===== config.mk =====
export PLATFORM = sky130hd
export DESIGN_NAME = alu_seq
export DESIGN_NICKNAME = d
export VERILOG_FILES = /design/src/rtl/project_pkg.sv /design/src/rtl/alu_seq.sv
export SDC_FILE = /design/constraint.sdc
export NUM_CORES = 1
export LEC_CHECK = 0
export ABC_CLOCK_PERIOD_IN_PS = 3300
export CORE_MARGIN = 1.5
export CORE_UTILIZATION = 25
export CTS_CLUSTER_SIZE = 30
export DETAILED_ROUTE_END_ITERATION = 8
export PLACE_DENSITY_LB_ADDON = 0.12
export SLEW_MARGIN = 20
export SYNTH_ARGS = -nofsm -noshare
export SYNTH_HDL_FRONTEND = slang
export SYNTH_SLANG_ARGS = --single-unit

===== constraint.sdc =====
create_clock -name clk -period 3.3 [get_ports clk]
set_input_delay 0.825 -clock clk [delete_from_list [all_inputs] [get_ports clk]]
set_output_delay 0.825 -clock clk [all_outputs]
set_load 0.02 [all_outputs]

===== src/rtl/project_pkg.sv =====
// Shared ALU types: data word, primary opcode and extended (shift/rotate) opcode.
package project_pkg;

    typedef logic [7:0] word;

    typedef enum logic [2:0] {
        ALU_CPY = 3'd0,
        ALU_ADD = 3'd1,
        ALU_SUB = 3'd2,
        ALU_AND = 3'd3,
        ALU_OR  = 3'd4,
        ALU_XOR = 3'd5,
        ALU_GT  = 3'd6,
        ALU_EXT = 3'd7
    } e_alu_op;

    typedef enum logic [1:0] {
        ALU_SHFL = 2'd0,
        ALU_SHFR = 2'd1,
        ALU_ROTL = 2'd2,
        ALU_ROTR = 2'd3
    } e_alu_ext_op;

endpackage


===== src/rtl/alu_seq.sv =====
// Command sequencer around an external combinational ALU: runs one command
// (single op, or an extended op repeated cnt times) and holds the response.
module alu_seq
    import project_pkg::*;
#(
    parameter int unsigned CNT_W = 3
) (
    input  logic             clk,
    input  logic             rst,
    input  logic             cmd_valid,
    output logic             cmd_ready,
    input  e_alu_op          cmd_op,
    input  e_alu_ext_op      cmd_exop,
    input  word              cmd_a,
    input  word              cmd_b,
    input  logic [CNT_W-1:0] cmd_cnt,
    output e_alu_op          alu_op,
    output e_alu_ext_op      alu_exop,
    output word              alu_srcA,
    output word              alu_srcB,
    input  word              alu_result,
    input  logic             alu_zero,
    output logic             rsp_valid,
    input  logic             rsp_ready,
    output word              rsp_result,
    output logic             rsp_zero
);

    localparam logic [1:0] S_IDLE = 2'd0;
    localparam logic [1:0] S_EXEC = 2'd1;
    localparam logic [1:0] S_DONE = 2'd2;

    logic [1:0]       state_q, state_d;
    e_alu_op          op_q, op_d;
    e_alu_ext_op      exop_q, exop_d;
    word              acc_q, acc_d;
    word              b_q, b_d;
    logic [CNT_W-1:0] rem_q, rem_d;
    logic             zero_q, zero_d;
    word              rsp_result_q, rsp_result_d;
    logic             rsp_zero_q, rsp_zero_d;
    logic             rsp_valid_q, rsp_valid_d;

    // Next-state and datapath register updates
    always_comb begin
        state_d      = state_q;
        op_d         = op_q;
        exop_d       = exop_q;
        acc_d        = acc_q;
        b_d          = b_q;
        rem_d        = rem_q;
        zero_d       = zero_q;
        rsp_result_d = rsp_result_q;
        rsp_zero_d   = rsp_zero_q;
        rsp_valid_d  = rsp_valid_q;

        case (state_q)
            S_IDLE: begin
                if (cmd_valid) begin
                    op_d   = cmd_op;
                    exop_d = cmd_exop;
                    acc_d  = cmd_a;
                    b_d    = cmd_b;
                    rem_d  = cmd_cnt;
                    if (cmd_op == ALU_EXT && cmd_cnt == '0) begin
                        // Zero repeat count: operand A passes straight through
                        zero_d       = (cmd_a == '0);
                        rsp_result_d = cmd_a;
                        rsp_zero_d   = (cmd_a == '0);
                        rsp_valid_d  = 1'b1;
                        state_d      = S_DONE;
                    end else begin
                        state_d = S_EXEC;
                    end
                end
            end
            S_EXEC: begin
                acc_d  = alu_result;
                zero_d = alu_zero;
                if (op_q == ALU_EXT) begin
                    rem_d = rem_q - CNT_W'(1);
                end
                if (op_q != ALU_EXT || rem_q == CNT_W'(1)) begin
                    rsp_result_d = alu_result;
                    rsp_zero_d   = alu_zero;
                    rsp_valid_d  = 1'b1;
                    state_d      = S_DONE;
                end
            end
            S_DONE: begin
                if (rsp_ready) begin
                    rsp_valid_d = 1'b0;
                    state_d     = S_IDLE;
                end
            end
            default: begin
                rsp_valid_d = 1'b0;
                state_d     = S_IDLE;
            end
        endcase
    end

    always_ff @(posedge clk) begin
        if (rst) begin
            state_q      <= S_IDLE;
            op_q         <= ALU_CPY;
            exop_q       <= ALU_SHFL;
            acc_q        <= '0;
            b_q          <= '0;
            rem_q        <= '0;
            zero_q       <= 1'b0;
            rsp_result_q <= '0;
            rsp_zero_q   <= 1'b0;
            rsp_valid_q  <= 1'b0;
        end else begin
            state_q      <= state_d;
            op_q         <= op_d;
            exop_q       <= exop_d;
            acc_q        <= acc_d;
            b_q          <= b_d;
            rem_q        <= rem_d;
            zero_q       <= zero_d;
            rsp_result_q <= rsp_result_d;
            rsp_zero_q   <= rsp_zero_d;
            rsp_valid_q  <= rsp_valid_d;
        end
    end

    // ALU drive: idle as a copy of zero except while executing
    always_comb begin
        alu_op   = ALU_CPY;
        alu_exop = exop_q;
        alu_srcA = '0;
        alu_srcB = '0;
        if (state_q == S_EXEC) begin
            alu_op   = op_q;
            alu_srcA = acc_q;
            alu_srcB = b_q;
        end
    end

    assign cmd_ready  = (state_q == S_IDLE) && !rst;
    assign rsp_valid  = rsp_valid_q;
    assign rsp_result = rsp_result_q;
    assign rsp_zero   = rsp_zero_q;

endmodule


==> run metrics <==
status=complete, no violations; Final Setup Violations=0; Vert. Die Dim=88.83 um; area delta synth->final=48.30%; H-tree Lvls=2; Cells after Synth=230; Synth Cell Area=0.001842 mm^2; Total GRT Usage=14.38%; number of DRC markers in iteration 0=33; Placed Area=0.002620 mm^2; post-route antenna net violation count=0; EDFF count, synth=0; Final min period=2.926 ns; final hold slack=0.4523 ns; full die area=0.007891 mm^2; # diodes=0; final setup TNS=0 ns; CTS tree=done; WP data required=2.47 ns; RSZ-0062 raised after global routing=false; total CTS buffers=5; Post-synth top flop=dfxtp_1; largest net degree at the start of global routing=37; Final Max Slew Viols=0; starting density of the core=25.67%; Longest Clk Path Bufs=2; crit share post-route=88.66%; final instance area=0.002731 mm^2; post_cts resized=0; IO buf count=68; Rel. slew slack=46.50%; Yosys cell types=31; syn_area_per_cell=8.008 um^2; vias in the first global route=1671; # hold bufs at CTS=0; crit path kind=in -> out; Worst EP arrival=2.10 ns; IO Pins=69; Hold Violations, Final=0; adder-cell share of the synthesized area=1.359%; nets@finish=332; fraction of layout cells with a size suffix above 1=9.524%; first-pass GRT wire length=8528 um; RePlAce Congestion=0.7314; # DRC=0; total gr overflow=0; Maximum Capacitance Violations=0; Async SR Flop Fraction=0%; syn_nets=269; crit end category=output port; initial antenna violation count=0; Clock transition at path regs=0.08 ns; Seq/Total Area, Yosys=39.13%; dpl ws=0.3428 ns; vias=1838; FF+latch count, synth=36; Hold/Removal Path Class=reg -> reg; VDD IR-drop max=0.1717 mV; DP Wirelength=3888 um; area share of and/or/nand/nor cells after synthesis=32.81%; largest family of logic cells by synthesized area=simple AND/OR/NAND/NOR gates; Post CTS Setup Buffer Count=0; Power, Total=1.270 mW; setup ws final=0.3743 ns; Die Width=88.83 um; leakage=0.9667 nW; Clock Sinks=36; DR vias/cell=4.677; CP max FO=2; final wirelength=5642 um; CTS root buffer=clkbuf_8; Cell Rows=31; drt wl/cell=14.36 um; pwr/cell area=464.9 mW/mm^2; Slew @ Worst Pin=0.8026 ns; post-synthesis xor/xnor area fraction=0%; achievable clock frequency=341.8 MHz; core footprint=0.007176 mm^2; multiplexer share of the synthesized area=0%; Final Skew=0.004385 ns; compound-cell area share of the yosys netlist=21.13%; DR pass1 iterations=4; Ys Warns=0; Skew-Pair Late Insertion Delay=0.29 ns; type of origin of the critical path=input pin
[sequential cells by signal, summed over array words and instances, names as in the netlist, 2 cells and up]
name        count
state_q         2
b_q             8
rem_q           3
alu_exop        2
acc_q           8
rsp_result      8
op_q            3
[layer usage]
layer	routed length (um)	track usage (%)	vias up	share of wire (%)
met1	2708	18.74	854	48
met4	59	3.835	0	1.0
li1	-	-	927	-
met3	320	3.825	5	5.7
met5	0	0	-	0
met2	2553	23.48	52	45
[cell type report]
cell class / count / area (um^2)
Clock inverter: 3 / 42.54
Multi-Input combinational cell: 171 / 1023
Inverter: 3 / 11.26
Fill cell: 774 / 4444
Tap cell: 99 / 123.9
Timing Repair Buffer: 76 / 740.7
Clock buffer: 5 / 68.82
Sequential cell: 36 / 720.7
[synthesized netlist by cell type, types with 2 or more instances]
| cell | n | area [um^2] |
|---|---|---|
| a21o_1 | 2 | 15.01 |
| and2_1 | 20 | 125.1 |
| nand2_1 | 43 | 161.4 |
| nor2b_1 | 9 | 56.30 |
| a311oi_1 | 8 | 70.07 |
| nor3_1 | 20 | 100.1 |
| nor4_1 | 3 | 18.77 |
| a2111oi_0 | 2 | 17.52 |
| o21ai_0 | 4 | 20.02 |
| and3_1 | 2 | 12.51 |
| dfxtp_1 | 36 | 720.7 |
| ha_1 | 2 | 25.02 |
| nor2_1 | 14 | 52.55 |
| clkbuf_1 | 15 | 56.30 |
| buf_1 | 2 | 7.510 |
| nor3b_1 | 2 | 15.01 |
| a221oi_2 | 9 | 135.1 |
| nand2b_1 | 2 | 12.51 |
| buf_6 | 2 | 22.52 |
| a21oi_1 | 20 | 100.1 |
| inv_1 | 3 | 11.26 |
[stage by stage]
step,util [%],cells
detailed placement,36.51,385
global route,38.06,393
floorplan,-,230
CTS,38.06,393
global placement,36.51,385
finish,38.06,393
[layout by cell type (no fill, tap or decap), drive strengths merged, types with 2 or more instances in the layout]
master	count
clkdlybuf4s50	68
nand2	43
dfxtp	36
and2	20
nor3	20
a21oi	20
nor2	14
a221oi	10
nor2b	9
a311oi	8
buf	8
clkbuf	5
o21ai	4
nor4	4
inv	3
nand2b	2
and3	2
a21o	2
a2111oi	2
ha	2
nor3b	2
[path summary, 6_finish.rpt]
| check | start | end | slack [ns] | cells after the start |
|---|---|---|---|---|
| worst max-delay path | rst | cmd_ready | 0.37 | 3 |
| worst min-delay path | b_q[2]$_SDFFE_PP0P_ | b_q[2]$_SDFFE_PP0P_ | 0.45 | 2 |
| worst max register to register | state_q[0]$_SDFFE_PP0P_ | rsp_valid$_SDFFE_PP0P_ | 1.20 | 6 |
| worst min register to register | b_q[2]$_SDFFE_PP0P_ | b_q[2]$_SDFFE_PP0P_ | 0.45 | 2 |
[power by group]
group | internal, mW | switching (mW)
registers | 0.484 | 0.0258
clock network | 0.224 | 0.170
logic | 0.170 | 0.196
total | 0.878 | 0.392
[critical path, cell delays in order]
cell and delay (ns):
clkdlybuf4s50_1 0.48, nor3_1 0.16, clkdlybuf4s50_1 0.63
[cells by family after synthesis]
logic type / Yosys count
buffers and inverters: 23
and+or+nand+nor: 120
DFF: 36
AOI/OAI and AO/OA: 49
adders and majority gates: 2
Note: power is estimated with default switching activity, not from simulation.
